<file path="src/rtl/common_pkg.sv">
// common_pkg
// Shared constants and types for the dispatch stage.
//   ROB_IDX_W        : default width of a ROB index
//   PAYLOAD_W        : default width of a decoded-instruction payload
//   dispatch_entry_t : one buffered instruction (payload + branch flag)
//   dispatch_state_e : occupancy of the dispatch buffer
package common_pkg;

  localparam int ROB_IDX_W = 4;
  localparam int PAYLOAD_W = 32;

  typedef struct packed {
    logic [PAYLOAD_W-1:0] payload;
    logic                 is_branch;
  } dispatch_entry_t;

  typedef enum logic [1:0] {
    EMPTY   = 2'd0,
    PARTIAL = 2'd1,
    FULL    = 2'd2
  } dispatch_state_e;

endpackage

</file>
<file path="src/rtl/dispatch_fifo.sv">
// dispatch_fifo
// In-order storage for the dispatch stage: circular buffer with registered
// head/tail pointers and an occupancy count.
// Ports:
//   clk, reset_n : clock and asynchronous active-low reset
//   push         : write push_data at tail (caller guarantees not full)
//   pop          : retire the head entry (caller guarantees not empty)
//   clear        : drop every entry and rewind both pointers; beats push/pop
//   push_data    : entry to write
//   head_data    : entry currently at the head slot
//   state        : EMPTY / PARTIAL / FULL, decoded from the registered count
module dispatch_fifo
  import common_pkg::*;
#(
  parameter int DEPTH = 2
) (
  input  logic            clk,
  input  logic            reset_n,
  input  logic            push,
  input  logic            pop,
  input  logic            clear,
  input  dispatch_entry_t push_data,
  output dispatch_entry_t head_data,
  output dispatch_state_e state
);

  localparam int PTR_W = (DEPTH > 1) ? $clog2(DEPTH) : 1;
  localparam int CNT_W = $clog2(DEPTH + 1);

  dispatch_entry_t      mem [DEPTH];
  logic [PTR_W-1:0]     head;
  logic [PTR_W-1:0]     tail;
  logic [CNT_W-1:0]     count;

  // DEPTH is a power of two, so pointers wrap by natural overflow.
  always_ff @(posedge clk or negedge reset_n) begin
    if (!reset_n) begin
      head  <= '0;
      tail  <= '0;
      count <= '0;
      for (int i = 0; i < DEPTH; i++) begin
        mem[i] <= '0;
      end
    end else if (clear) begin
      head  <= '0;
      tail  <= '0;
      count <= '0;
    end else begin
      if (push) begin
        mem[tail] <= push_data;
        tail      <= tail + PTR_W'(1);
      end
      if (pop) begin
        head <= head + PTR_W'(1);
      end
      unique case ({push, pop})
        2'b10:   count <= count + CNT_W'(1);
        2'b01:   count <= count - CNT_W'(1);
        default: count <= count;
      endcase
    end
  end

  assign head_data = mem[head];

  always_comb begin
    state = PARTIAL;
    if (count == '0) begin
      state = EMPTY;
    end else if (count == CNT_W'(DEPTH)) begin
      state = FULL;
    end
  end

endmodule

</file>
<file path="src/rtl/dispatch_stage.sv">
// dispatch_stage
// In-order dispatch buffer between decode and the ROB / reservation stations.
// The oldest buffered instruction is sent to the RS in the same cycle the ROB
// allocates its entry, tagged with the ROB index granted. A mispredict flush
// discards everything buffered.
// Ports:
//   clk, reset_n                      : clock, asynchronous active-low reset
//   dec_valid/dec_ready               : decode handshake
//   dec_payload/dec_is_branch         : incoming decoded instruction
//   rob_full/rob_alloc_id             : ROB availability and granted index
//   rob_dispatch_en                   : allocate a ROB entry this cycle
//   rs_ready/rs_valid                 : RS availability and write strobe
//   rs_payload/rs_is_branch/rs_rob_id : RS write data (head entry + ROB tag)
//   flush                             : branch mispredict, discards the buffer
//   stall_count                       : saturating count of blocked-head cycles
module dispatch_stage #(
  parameter int ROB_IDX_W = common_pkg::ROB_IDX_W,
  parameter int PAYLOAD_W = common_pkg::PAYLOAD_W,
  parameter int BUF_DEPTH = 2
) (
  input  logic                 clk,
  input  logic                 reset_n,
  input  logic                 dec_valid,
  output logic                 dec_ready,
  input  logic [PAYLOAD_W-1:0] dec_payload,
  input  logic                 dec_is_branch,
  input  logic                 rob_full,
  input  logic [ROB_IDX_W-1:0] rob_alloc_id,
  output logic                 rob_dispatch_en,
  input  logic                 rs_ready,
  output logic                 rs_valid,
  output logic [PAYLOAD_W-1:0] rs_payload,
  output logic                 rs_is_branch,
  output logic [ROB_IDX_W-1:0] rs_rob_id,
  input  logic                 flush,
  output logic [15:0]          stall_count
);

  import common_pkg::*;

  dispatch_entry_t push_data;
  dispatch_entry_t head_data;
  dispatch_state_e state;
  logic            enqueue;
  logic            dispatch;
  logic            has_entry;

  // Ready comes only from registered occupancy, so a FULL buffer refuses a
  // new instruction even when its head leaves in the same cycle.
  assign dec_ready = (state != FULL);
  assign has_entry = (state != EMPTY);

  assign enqueue  = dec_valid & dec_ready & ~flush;
  assign dispatch = has_entry & ~rob_full & rs_ready & ~flush;

  assign push_data.payload   = dec_payload;
  assign push_data.is_branch = dec_is_branch;

  dispatch_fifo #(
    .DEPTH(BUF_DEPTH)
  ) u_fifo (
    .clk       (clk),
    .reset_n   (reset_n),
    .push      (enqueue),
    .pop       (dispatch),
    .clear     (flush),
    .push_data (push_data),
    .head_data (head_data),
    .state     (state)
  );

  // ROB allocation and RS write are one event; both strobes share one source.
  assign rob_dispatch_en = dispatch;
  assign rs_valid        = dispatch;
  assign rs_payload      = head_data.payload;
  assign rs_is_branch    = head_data.is_branch;
  assign rs_rob_id       = rob_alloc_id;

  // Counts cycles where an instruction waits on ROB/RS; survives flushes.
  always_ff @(posedge clk or negedge reset_n) begin
    if (!reset_n) begin
      stall_count <= '0;
    end else if (has_entry && !flush && !dispatch && stall_count != 16'hFFFF) begin
      stall_count <= stall_count + 16'd1;
    end
  end

endmodule

</file>
<file path="config.mk">
export PLATFORM = sky130hd
export DESIGN_NAME = dispatch_stage
export DESIGN_NICKNAME = d
export VERILOG_FILES = /design/src/rtl/common_pkg.sv /design/src/rtl/dispatch_fifo.sv /design/src/rtl/dispatch_stage.sv
export SDC_FILE = /design/constraint.sdc
export NUM_CORES = 1
export LEC_CHECK = 0
export ABC_AREA = 1
export CAP_MARGIN = 25
export CORE_AREA = 2 2 98 118
export CTS_BUF_LIST = sky130_fd_sc_hd__clkbuf_4 sky130_fd_sc_hd__clkbuf_8 sky130_fd_sc_hd__clkbuf_16
export CTS_CLUSTER_DIAMETER = 60
export CTS_CLUSTER_SIZE = 30
export DETAILED_ROUTE_END_ITERATION = 7
export DIE_AREA = 0 0 100 120
export PLACE_DENSITY_LB_ADDON = 0.05
export SLEW_MARGIN = 20
export SYNTH_ARGS = -nofsm -noshare
export SYNTH_HDL_FRONTEND = slang
export SYNTH_SLANG_ARGS = --single-unit
</file>
<file path="constraint.sdc">
create_clock -name clk -period 2.1 [get_ports clk]
set_input_delay 0.42 -clock clk [delete_from_list [all_inputs] [get_ports clk]]
set_output_delay 0.42 -clock clk [all_outputs]
set_load 0.01 [all_outputs]
</file>
# Yosys cells after proc, flatten, opt, wreduce, memory -nomap -nowiden
# Index checks and enable logic that the tools add are counted.
# classes
add_sub_neg	5
mul	0
div_mod_pow	0
order_cmp	3
eq_ne	5
shift	0
mux	14
n_bitwise	9
reduce_logical	12
# ops
operator	n
$mux 33	4
$bwmux 66	1
$demux 33 s1	1
$add 16x1->16 const B	1
$ne 16x16->1 const B	1
$mux 2	3
$reduce_bool 2->1	3
$and 1x1->1	5
$eq 2x2->1 const B	2
$ge 2x2->1 const B	2
$logic_and 1x1->1	4
$mux 1	4
$not 1->2	2
$pmux 2 s2	1
$reduce_bool 3->1	1
$add 1x1->1 const B	2
$add 2x1->2 const B	1
$eq 2x1->1 const B	1
$logic_not 1->1	2
$logic_not 2->1	1
$lt 2x1->1 const B	1
$ne 2x2->1 const B	1
$not 1->1	2
$reduce_and 2->1	1
$sub 2x1->2 const B	1
# word_totals
reg_bits	86
latch_bits	0
mem_bits_rw	0
romBits	0
in_bits	43
out_inout_bits	56
wordCells	56
n_memories	0

# Longest topological paths before layout
# depth
word_depth	10
depth_mapped	9
ltp_nobuf	9

# Modules after synthesis
# A second synthesis with hierarchy kept.
# hier_totals
cells_unflattened	476
hier_area_um2	4249.1
# by_module_without_submodules
mod	n_inst	cells_per_inst	area_each_um2	seq_area_each_um2
dispatch_fifo	1	313	3108.0	1751.7
dispatch_stage	1	163	1141.1	400.4

# Least setup slack after synthesis
# Ideal clock, no wire load.
# synth_path
path_kind	register to register
startpoint	register stall_count[0]
endpoint	register stall_count[10]
setup_time_ps	119
t_arrival_ps	1400
required_ps	1981
setup_slack_ps	581
stages_incl_launch_ff	10
n_path_buf	1
synth_period_minus_slack_ps	1519
cell_sequence	dfrtp_1 -> ha_1 -> inv_1 -> nor2_4 -> nand2_4 -> nor2_4 -> nor2_4 -> buf_6 -> o21ai_2 -> nand2_1
# synth_via
elab_chain_len	2
word_cells_on_any_way	3
classes_between	1 x add/sub; 1 x eq/ne; 1 x reduce/logical
# synth_lines
item	line	rtl
from (decl)	dispatch_stage.sv:36	output logic [15:0] stall_count
from (signal assigned)	dispatch_stage.sv:84	stall_count <= stall_count + 16'd1;
branches (longest 2 deep; another with $add 16x1->16)	-	
# Parallel ways; which one is timed is not known.
# A chain may end at the register's enable or synchronous reset.

# Worst setup path after layout
# layout_path
startpoint	register u_fifo.head
endpoint	output rs_payload[13]
# layout_via
elab_chain_len	4
# layout_lines
item	line	rtl
from (decl)	dispatch_fifo.sv:31	logic [PTR_W-1:0] head;
from (signal assigned)	dispatch_fifo.sv:54	head <= head + PTR_W'(1);
$not 1->2 (not written as such)	dispatch_fifo.sv:64	assign head_data = mem[head];
$mux 33 (not written as such) (3 in a row)	dispatch_fifo.sv:64	
to (decl)	dispatch_stage.sv:32	output logic [PAYLOAD_W-1:0] rs_payload,
# Every way passes these cells. The select of a mux whose other input is x is not followed.

==> flow_summary.yaml <==
sta:
  slew_headroom_pct: 74.7
  fin_skew_ns: 0.00542
  period_share_pct: 99.6
  rsz0062_at_grt: "true"
  worstMarginPinSlew_ns: 0.379
  hold_viol: 0
  final_max_slew_viol_count: 0
  fmax_ghz: 0.478
  period_minus_slack_ns: 2.09
  setup_violations: 0
  totalNegativeSetupSlack_ns: 0
hold_path:
  hold_class: "reg -> reg"
  min_path_cells: 2
  whs_endpoint: "u_fifo.mem[2]$_DFFE_PN0P_"
  min_from: "u_fifo.mem[2]$_DFFE_PN0P_"
die:
  initial_core_util_pct: 38.9
  io_pins: 99
  die_area_sq_um: 12000
  die_w_um: 100
  rows: 42
  die_y_um: 120
  core_area_sq_um: 10900
power:
  ir_drop_mv: 0.548
  clock_power_share_pct: 21.2
  p_seq_share_pct: 39.1
  p_leak_uw: 0.00304
  p_total_uw: 6970
  power.internal_uw: 4510
  p_switching_uw: 2460
  switching_share_pct: 35.3
  power_density_nw_per_um2: 1240
  p_comb_share_pct: 39.7
global_route:
  grt_pass1_wl_um: 16200
  gr-usage-all-layers_pct: 17.1
  overflow: 0
  grt_max_degree: 67
  antenna_found_initial: 0
  grt_pass1_vias: 3401
worst_setup_path:
  startpoint: "u_fifo.head$_DFFE_PN0P_"
  worstSetupEndpointType: "primary output"
  crit-reg2reg-launch: "stall_count[0]$_DFFE_PN0P_"
  r2r_cells: 6
  worst_ep_required_time_ns: 1.68
  cp.arrival_ns: 1.67
  worstSetupPathType: "reg -> out"
  cp-start-kind: "flip-flop"
  rr_endpoint: "stall_count[2]$_DFFE_PN0P_"
  r2r_setup_slack_ns: 0.42
  worstPathMaxFanout: 25
logic_synthesis:
  synthCells: 546
  yosysSeqAreaShare_pct: 50.6
  ys_top_cells_by_count: "nand2_1 (241), dfrtp_1 (86), inv_1 (54)"
  synthArstFlopShare_pct: 100
  synthMuxAreaShare_pct: 0
  synthSimpleGateAreaFrac_pct: 27.0
  synth_top_area_share_pct: 50.6
  synth_top_family_by_area: "simple AND/OR/NAND/NOR gates"
  yosysWarnings: 0
  synthFlopType: "dfrtp_1"
  synth-compound-area-share_pct: 11.0
  yosysTopAreaCell: "dfrtp_1"
  ys_top_cells_by_area: "dfrtp_1 (51%), nand2_1 (21%), o21ai_0 (5.8%)"
  ys_types: 27
  synth_edf_count: 0
  synth.most_common_cell: "nand2_1"
  syn-cell-area_sq_um: 4260
  synth.ff_latch_count: 86
  synthAdderAreaFrac_pct: 0.294
  syn_nets: 590
  syn_avg_cell_area_sq_um: 7.79
  synth-xor-area-share_pct: 1.65
route:
  antenna_left: 0
  drt-initial-drc-count: 149
  routed_wl_um: 9700
  drc: 0
  wl_per_cell_um: 12.5
  first_pass_iters: 4
  vias_per_cell: 4.63
  num_vias: 3581
layout:
  synthToLayoutAreaGrowth_pct: 32.3
  fin_nets: 680
  diodes: 0
  post_route_cells_drive_above_1_share_pct: 9.20
run:
  cap_violations: 0
place:
  place.port_buffers: 90
  dp_hpwl_um: 6570
  gp_congestion: 0.786
clocking:
  clock_sinks: 86
  worstSkewPairLatency_ns: 0.34
  h-tree-depth: 3
  cts_root_buf: "clkbuf_16"
  cts_tree: "yes"
  cts_buffers: 9
  clk_pin_slew_ns: 0.06
  cts_max_path_buffers: 2
run_status:
  status: "completed"
## metal layers
layer | global-route usage (%) | vias to the layer above | wire length, um
met1 | 23.1 | 1641 | 4560
li1 | - | 1855 | -
met4 | 7.45 | 0 | 153
met2 | 27.0 | 74 | 4570
met3 | 3.09 | 11 | 417
met5 | 0 | - | 0
## cells by family after synthesis
kind of cell	after synthesis
compound gates	82
simple gates	285
fa+ha+maj	1
buf+inv	84
xor+xnor	8
flops	86
## through the flow
step	utilization [%]	setup slack, ns	std cells	hold slack [ns]	instance area [sq um]
2_1_floorplan	-	0.581	546	0.124	4260
3_3_place_gp	48.4	-0.235	754	0.360	5290
3_5_place_dp	48.4	-0.242	754	0.363	5290
4_1_cts	50.9	-0.0374	771	0.485	5560
5_1_grt	51.5	-0.0848	773	0.504	5630
6_report	51.5	0.00876	773	0.484	5630
## cells in the final DEF (no fill, tap or decap), drive strengths merged, types with 10 or more instances in the layout
cell type	Yosys	routed
clkbuf	11	13
clkdlybuf4s50	0	56
inv	55	56
dlygate4sd2	0	13
dlymetal6s2s	0	18
nand2	245	245
nand3	10	10
buf	17	17
nor2	25	25
o21ai	78	78
dfrtp	86	86
## cell type report
cell class | count | area, sq um
Clock buffer | 12 | 254
Multi-Input combinational cell | 376 | 1700
Clock inverter | 4 | 22.5
Fill cell | 1103 | 5300
Timing Repair Buffer | 107 | 1120
Inverter | 56 | 210
Tap cell | 132 | 165
Sequential cell | 86 | 2150
## sequential cells by signal, indices dropped and copies added (netlist names)
name / cells
stall_count: 16
u_fifo.count: 2
u_fifo.head: 1
u_fifo.mem: 66
u_fifo.tail: 1
## how the worst max path moves through the flow
stage / slack (ns) / depth (start not counted) / endpoint
2_1_floorplan: 0.58 / 9 / stall_count[10]$_DFFE_PN0P_
3_3_place_gp: -0.23 / 6 / rob_dispatch_en
3_5_place_dp: -0.24 / 6 / rob_dispatch_en
4_1_cts: -0.04 / 4 / rs_payload[13]
5_1_grt: -0.08 / 4 / rs_payload[13]
6_report: 0.009 / 4 / rs_payload[13]
## power groups by stage
stage	Sequential, uW	Clock, uW	Combinational [uW]
after floorplan	2680	0	1520
after global placement	2720	0	2900
after detailed placement	2740	0	2920
after CTS	2720	1530	2850
after global routing	2810	1580	3140
final	2730	1480	2770
## critical path: stages, from the launching register on
cell	delay, ns
dfrtp_1	0.41
buf_8	0.23
nand2_1	0.08
nand2_1	0.08
clkdlybuf4s50_1	0.54
## timing repair
item                                    4_1_cts  5_1_grt
gates cloned                                  0        0
hold buffers                                  1        0
setup buffers                                 0        2
pin swaps                                     0        0
endpoints found under the setup margin       29       21
gates resized for setup                      18       24
endpoints found under the hold margin        13        0
(Power assumes the default switching activity.)
